## src/rtl/leitor_display_c2_pkg.sv

```systemverilog
// rtl/leitor_display_c2_pkg.sv - segment constants and FSM encoding shared with the display drivers
package leitor_display_c2_pkg;

  localparam logic [6:0] SEG_MINUS = 7'b0111111;
  localparam logic [6:0] SEG_BLANK = 7'b1111111;

  // Active-low {g,f,e,d,c,b,a} patterns, indexed by digit value
  localparam logic [6:0] SEG_DIG [10] = '{
    7'b1000000, 7'b1111001, 7'b0100100, 7'b0110000, 7'b0011001,
    7'b0010010, 7'b0000010, 7'b1111000, 7'b0000000, 7'b0010000
  };

  typedef enum logic [1:0] {
    COLETA   = 2'd0,
    CONVERTE = 2'd1,
    EMITE    = 2'd2
  } estado_t;

endpackage

```

## src/rtl/leitor_display_c2_if.sv

```systemverilog
// rtl/leitor_display_c2_if.sv - multiplexed display bus in, decoded value out
interface leitor_display_c2_if #(
  parameter int NDIG = 2,
  parameter int W    = 8
);
  logic [NDIG:0] an;
  logic [6:0]    seg;
  logic [W-1:0]  valor;
  logic          neg;
  logic          valid;
  logic          erro;

  modport master (output an, seg, input valor, neg, valid, erro);
  modport slave  (input an, seg, output valor, neg, valid, erro);
endinterface

```

## src/rtl/leitor_display_c2_decod_seg7.sv

```systemverilog
// rtl/leitor_display_c2_decod_seg7.sv - seven-segment pattern to digit/blank/minus classifier
module decod_seg7
  import leitor_display_c2_pkg::*;
(
  input  logic [6:0] seg,
  output logic [3:0] digito,
  output logic       eh_branco,
  output logic       eh_menos,
  output logic       invalido
);

  always_comb begin
    digito    = 4'd0;
    eh_branco = (seg == SEG_BLANK);
    eh_menos  = (seg == SEG_MINUS);
    invalido  = !(eh_branco || eh_menos);
    for (int i = 0; i < 10; i++) begin
      if (seg == SEG_DIG[i]) begin
        digito   = 4'(i);
        invalido = 1'b0;
      end
    end
  end

endmodule

```

## src/rtl/leitor_display_c2.sv

```systemverilog
// rtl/leitor_display_c2.sv - display bus reader: stability filter, frame FSM, BCD to two's complement
// Optional: LEITOR_DEDUP_EN suppresses valid when the emitted triple repeats the previous one.
module leitor_display_c2
  import leitor_display_c2_pkg::*;
#(
  parameter int NDIG   = 2,
  parameter int STABLE = 4,
  parameter int W      = 8
) (
  input  logic clk,
  input  logic rst,
  leitor_display_c2_if.slave bus
);

  localparam int CW = $clog2(STABLE + 1);
  localparam int PW = $clog2(NDIG + 1);
  localparam int DW = (NDIG > 1) ? $clog2(NDIG) : 1;
  localparam logic [CW-1:0] CNT_TOP   = CW'(STABLE);
  localparam logic [NDIG:0] MASK_FULL = '1;

  estado_t        estado, prox;
  logic [NDIG:0]  an_q;
  logic [6:0]     seg_q;
  logic [CW-1:0]  cnt;
  logic [NDIG:0]  mascara;
  logic [3:0]     dig [NDIG];
  logic           neg_quadro;
  logic           erro_quadro;
  logic [W-1:0]   acc;
  logic [DW-1:0]  idx;
  logic [W-1:0]   valor_r;
  logic           neg_r, valid_r, erro_r;
`ifdef LEITOR_DEDUP_EN
  logic           primeiro;
`endif

  logic           um_quente, estavel, captura, ilegal, emite;
  logic [PW-1:0]  pos;
  logic [3:0]     d_digito;
  logic           d_branco, d_menos, d_inval;
  logic [NDIG:0]  mascara_nova;
  logic [W-1:0]   e_valor;
  logic           e_neg, e_erro;

  decod_seg7 u_decod (
    .seg       (bus.seg),
    .digito    (d_digito),
    .eh_branco (d_branco),
    .eh_menos  (d_menos),
    .invalido  (d_inval)
  );

  always_comb begin
    um_quente = $onehot(~bus.an);
    pos = '0;
    for (int i = 0; i <= NDIG; i++) begin
      if (!bus.an[i]) pos = PW'(i);
    end
    estavel = um_quente && (bus.an == an_q) && (bus.seg == seg_q);
    captura = (estado == COLETA) && estavel && (cnt == CNT_TOP - CW'(1));

    // A minus is only legal in the sign position; digits accept 0..9 or blank
    ilegal = 1'b0;
    if (pos == PW'(NDIG)) ilegal = !(d_menos || d_branco);
    else                  ilegal = d_inval || d_menos;

    mascara_nova = mascara;
    if (captura) mascara_nova[pos] = 1'b1;

    if (erro_quadro) begin
      e_valor = '0;
      e_neg   = 1'b0;
      e_erro  = 1'b1;
    end else begin
      e_valor = neg_quadro ? -acc : acc;
      e_neg   = neg_quadro && (acc != '0);
      e_erro  = 1'b0;
    end

`ifdef LEITOR_DEDUP_EN
    emite = primeiro || ({e_valor, e_neg, e_erro} != {valor_r, neg_r, erro_r});
`else
    emite = 1'b1;
`endif
  end

  always_comb begin
    prox = estado;
    case (estado)
      COLETA:   if (mascara_nova == MASK_FULL) prox = CONVERTE;
      CONVERTE: if (idx == '0) prox = EMITE;
      EMITE:    prox = COLETA;
      default:  prox = COLETA;
    endcase
  end

  always_ff @(posedge clk or posedge rst) begin
    if (rst) estado <= COLETA;
    else     estado <= prox;
  end

  always_ff @(posedge clk or posedge rst) begin
    if (rst) begin
      an_q        <= '1;
      seg_q       <= SEG_BLANK;
      cnt         <= '0;
      mascara     <= '0;
      for (int i = 0; i < NDIG; i++) dig[i] <= 4'd0;
      neg_quadro  <= 1'b0;
      erro_quadro <= 1'b0;
      acc         <= '0;
      idx         <= '0;
      valor_r     <= '0;
      neg_r       <= 1'b0;
      valid_r     <= 1'b0;
      erro_r      <= 1'b0;
`ifdef LEITOR_DEDUP_EN
      primeiro    <= 1'b1;
`endif
    end else begin
      an_q    <= bus.an;
      seg_q   <= bus.seg;
      valid_r <= 1'b0;

      if (estado != COLETA || !estavel) cnt <= '0;
      else if (cnt != CNT_TOP)           cnt <= cnt + CW'(1);

      case (estado)
        COLETA: begin
          if (captura) begin
            mascara <= mascara_nova;
            if (pos == PW'(NDIG)) neg_quadro <= d_menos;
            else dig[pos[DW-1:0]] <= (ilegal || d_branco) ? 4'd0 : d_digito;
            if (ilegal) erro_quadro <= 1'b1;
          end
          idx <= DW'(NDIG - 1);
          acc <= '0;
        end
        CONVERTE: begin
          // Most significant digit first: acc = acc*10 + d
          acc <= acc * W'(10) + W'(dig[idx]);
          idx <= idx - DW'(1);
        end
        EMITE: begin
          if (emite) begin
            valor_r <= e_valor;
            neg_r   <= e_neg;
            erro_r  <= e_erro;
            valid_r <= 1'b1;
`ifdef LEITOR_DEDUP_EN
            primeiro <= 1'b0;
`endif
          end
          mascara     <= '0;
          erro_quadro <= 1'b0;
          acc         <= '0;
        end
        default: ;
      endcase
    end
  end

  assign bus.valor = valor_r;
  assign bus.neg   = neg_r;
  assign bus.valid = valid_r;
  assign bus.erro  = erro_r;

endmodule

```

## src/flat_wrapper.sv

```systemverilog
// flat-port wrapper written by rule: the top's interface ports become plain ports
module leitor_display_c2_flat import leitor_display_c2_pkg::*;
#(
  parameter int NDIG   = 2,
  parameter int STABLE = 4,
  parameter int W      = 8
)
  (clk, rst, bus_an, bus_seg, bus_valor, bus_neg, bus_valid, bus_erro);
  leitor_display_c2_if #(.NDIG(NDIG), .W(W)) bus_i ();
  input  logic clk;
  input  logic rst;
  input wire logic [$bits(bus_i.an)-1:0] bus_an;
  input wire logic [$bits(bus_i.seg)-1:0] bus_seg;
  output wire logic [$bits(bus_i.valor)-1:0] bus_valor;
  output wire logic [$bits(bus_i.neg)-1:0] bus_neg;
  output wire logic [$bits(bus_i.valid)-1:0] bus_valid;
  output wire logic [$bits(bus_i.erro)-1:0] bus_erro;
  assign bus_i.an = bus_an;
  assign bus_i.seg = bus_seg;
  assign bus_valor = bus_i.valor;
  assign bus_neg = bus_i.neg;
  assign bus_valid = bus_i.valid;
  assign bus_erro = bus_i.erro;
  leitor_display_c2 #(.NDIG(NDIG), .STABLE(STABLE), .W(W)) u_core (.clk(clk), .rst(rst), .bus(bus_i));
endmodule
```

## config.mk

```make
export PLATFORM = sky130hd
export DESIGN_NAME = leitor_display_c2_flat
export DESIGN_NICKNAME = d
export VERILOG_FILES = /design/src/rtl/leitor_display_c2_pkg.sv /design/src/rtl/leitor_display_c2_if.sv /design/src/rtl/leitor_display_c2_decod_seg7.sv /design/src/rtl/leitor_display_c2.sv /design/src/flat_wrapper.sv
export SDC_FILE = /design/constraint.sdc
export NUM_CORES = 1
export LEC_CHECK = 0
export CORE_UTILIZATION = 58
export CTS_CLUSTER_SIZE = 24
export DETAILED_ROUTE_END_ITERATION = 10
export PLACE_DENSITY = 0.83
export SLEW_MARGIN = 30
export SYNTH_ARGS = -nofsm -noshare
export SYNTH_HDL_FRONTEND = slang
export SYNTH_HIERARCHICAL = 1
export SYNTH_SLANG_ARGS = --single-unit
```

## constraint.sdc

```tcl
create_clock -name clk -period 2.99 [get_ports clk]
set_input_delay 0.7475 -clock clk [delete_from_list [all_inputs] [get_ports clk]]
set_output_delay 0.7475 -clock clk [all_outputs]
set_load 0.01 [all_outputs]
```

==> results of run 1 <==
power by group through the flow:
| stage | clock network, uW | logic (uW) | registers (uW) |
|---|---|---|---|
| global placement | 0 | 97.8 | 678 |
| global route | 412 | 111 | 667 |
| CTS | 377 | 100 | 666 |
| floorplan | 0 | 45.4 | 678 |
| finish | 365 | 100 | 666 |
| detailed placement | 0 | 101 | 679 |
synth_stat cells, types with 6 or more instances:
cell type | count | area (sq um)
dfstp_2 | 10 | 263
nor2_1 | 10 | 37.5
xnor2_1 | 8 | 70.1
nor3_1 | 7 | 35.0
inv_1 | 15 | 56.3
and2_1 | 6 | 37.5
a21oi_1 | 13 | 65.1
dfrtp_1 | 38 | 951
mux2_2 | 8 | 90.1
o21ai_0 | 17 | 85.1
xor2_1 | 18 | 158
ha_1 | 14 | 175
nand2_1 | 26 | 97.6
logic make-up (layout without fill, tap and decap cells):
family                     Yosys count  in the layout  synth area share
adders and majority gates           17             17            0.0866
DFF                                 48             48             0.447
AOI/OAI and AO/OA                   50             50             0.115
muxes                               15             15            0.0663
buffers and inverters               23             67            0.0359
and+or+nand+nor                     82             82             0.165
xor gates and xnor gates            26             26            0.0838
critical path, stage by stage:
cell and delay (ns):
clkdlybuf4s15_2 0.20, fa_1 0.43, or4b_1 0.49, or2_1 0.23, nand4bb_1 0.18, or4_4 0.50
mux2_4 0.32
flip-flops by register name (all words and copies together), names as in the netlist, 2 cells and up:
name              cells
u_core/bus.valor      8
u_core/an_q           3
u_core/cnt            3
u_core/seg_q          7
u_core/estado         2
u_core/dig            8
u_core/acc            8
u_core/mascara        3
cell type report:
cell class	count	area, sq um
timing repair buffer	42	367
multi-input combinational	190	1410
clock inverter	1	3.75
fill	320	1220
sequential	48	1210
inverter	17	63.8
tap	52	65.1
clock buffer	7	76.3
routing by layer:
layer	part of all wire	wire length, um	GRT usage	vias up
met2	0.49	2650	0.396	42
met1	0.46	2490	0.321	1008
met5	0	0	0	-
met3	0.037	198	0.0462	5
li1	-	-	-	1001
met4	0.0098	53	0.0622	0
worst min-delay path by stage:
stage,startpoint,to,slack [ns],cells after the start
2_1_floorplan,u_core/erro_quadro,u_core/bus.valor[0],0.43,1
5_1_grt,u_core/erro_quadro,u_core/bus.valor[0],0.48,1
4_1_cts,u_core/erro_quadro,u_core/bus.valor[0],0.46,1
3_3_place_gp,u_core/erro_quadro,u_core/bus.valor[0],0.44,1
3_5_place_dp,u_core/erro_quadro,u_core/bus.valor[0],0.45,1
6_report,u_core/erro_quadro,u_core/bus.valor[0],0.46,1
stage by stage:
stage               setup slack, ns  area, sq um   util  hold WS, ns  total power [uW]
global placement             -0.546         3120  0.706        0.440               776
detailed placement           -0.575         3120  0.706        0.448               780
CTS                         0.00649         3190  0.724        0.460              1140
global route                 0.0132         3190  0.724        0.479              1190
finish                       0.0650         3190  0.724        0.457              1130
floorplan                   -0.0750         2720      -        0.434               724
repair_timing:
| item | in CTS | in global routing |
|---|---|---|
| gates resized for setup | 9 | 0 |
| endpoints found under the hold margin | 0 | 0 |
| setup endpoints to repair | 14 | 5 |
| pin swaps | 4 | 1 |
==> impl_metrics.tcl, run 1 <==
set metrics [dict create \
    outcome "finished, final reports clean" \
    synthesis.area_sq_um 2720 \
    crit_type "input port to flop" \
    p_int_uw 870 \
    clkPwrFrac 0.323 \
    startpoint "bus_an[2]" \
    drtAntennaViolNets 0 \
    sw_frac_of_total 0.230 \
    clock_path_buffers 2 \
    vias 2056 \
    dp.cells 349 \
    num_rows 24 \
    synthCells 261 \
    crit_fanout 6 \
    combinationalPowerShare 0.089 \
    viasPerCell 5.76 \
    final_common_cell "dfrtp_1" \
    numCtsBuffers 5 \
    core_sq_um 4410 \
    cp.required_ns 3.17 \
    n_antenna_cell 0 \
    synth_warnings 6 \
    totalWireLength_um 5390 \
    synth_fp_nets 290 \
    cp.arrival_ns 3.11 \
    portBuffers 22 \
    async_flop_share 1.00 \
    clock_latency_ns 0.30 \
    clockRootBuffer "clkbuf_8" \
    r2r_start "u_core/acc[1]" \
    io-pin-count 23 \
    skew_ns 0.00750 \
    cp-start-kind "input port" \
    p_seq_frac 0.589 \
    die_h_um 70.4 \
    track_usage 0.239 \
    die_w_um 70.4 \
    max_cap_violations 0 \
    setup_viol 0 \
    layout_min_cycle_time_ns 2.92 \
    die_area_sq_um 4960 \
    start_util 0.615 \
    ys_seq_elements 48 \
    grt_max_degree 27 \
    finalCritPeriodShare 0.978 \
    post_drt_wl_per_cell_um 15.1 \
    max_freq_ghz 0.342 \
    drt_first_pass_iters 4 \
    rsz0062_at_grt "no" \
    r2r_setup_slack_ns 0.59 \
    syn_to_final_growth_pct 17.6 \
    synth-main-ff-cell "dfrtp_1" \
    r2r.worst_path.cells 9 \
    powerDensity_nw_per_um2 354 \
    final_cells 357 \
    grt_pass1_vias 2056 \
    dpl.hpwl_um 4080 \
    first_iter_violations 119 \
    hold_buffers 0 \
    cp-endpoint "u_core/dig[5]" \
    drc_errors 0 \
    ys_types 49 \
    mostFrequentLayoutCells "38 x dfrtp_1, 26 x nand2_1, 20 x buf_4" \
    hold_viol_final 0 \
    cellLeakagePower_uw 0.00147 \
    clkSinkCount 48 \
    grt_pass1_wl_um 9440 \
    nets 333 \
    drive_gt1_frac 0.187 \
    slew_headroom 0.655 \
    post_cts_buffers 0 \
    cts_tree "built" \
    overflow 0 \
    synth-seq-area-share 0.447 \
    ir_drop_mv 0.192 \
    gp_congestion 0.792 \
    synth_edf_count 0 \
    timing.rr.end "u_core/acc[7]" \
    tightest_slew_ns 0.517 \
    final-max-slew-violation-count 0 \
    antenna_found_initial 0 \
    cts_max_level 2 \
    clkTransAtPathRegs_ns 0.09 \
    p_sw_uw 261 \
    endpoint_kind "flop" \
    fin_setup_tns_ns 0 \
    synth.avg_cell_area_sq_um 10.4 \
    hp-class "flop to flop" \
]
Power figures use the tool's default switching activity.
==> run 2, diff against run 1 <==
--- a/config.mk
+++ b/config.mk
@@ -5,6 +5,7 @@
 export SDC_FILE = /design/constraint.sdc
 export NUM_CORES = 1
 export LEC_CHECK = 0
+export ABC_CLOCK_PERIOD_IN_PS = 2990
 export CORE_UTILIZATION = 58
 export CTS_CLUSTER_SIZE = 24
 export DETAILED_ROUTE_END_ITERATION = 10
@@ -14,3 +15,4 @@
 export SYNTH_HDL_FRONTEND = slang
 export SYNTH_HIERARCHICAL = 1
 export SYNTH_SLANG_ARGS = --single-unit
+export TNS_END_PERCENT = 100
==> results of run 2 <==
The final DEF is identical to that of run 1; final timing and power are the same.
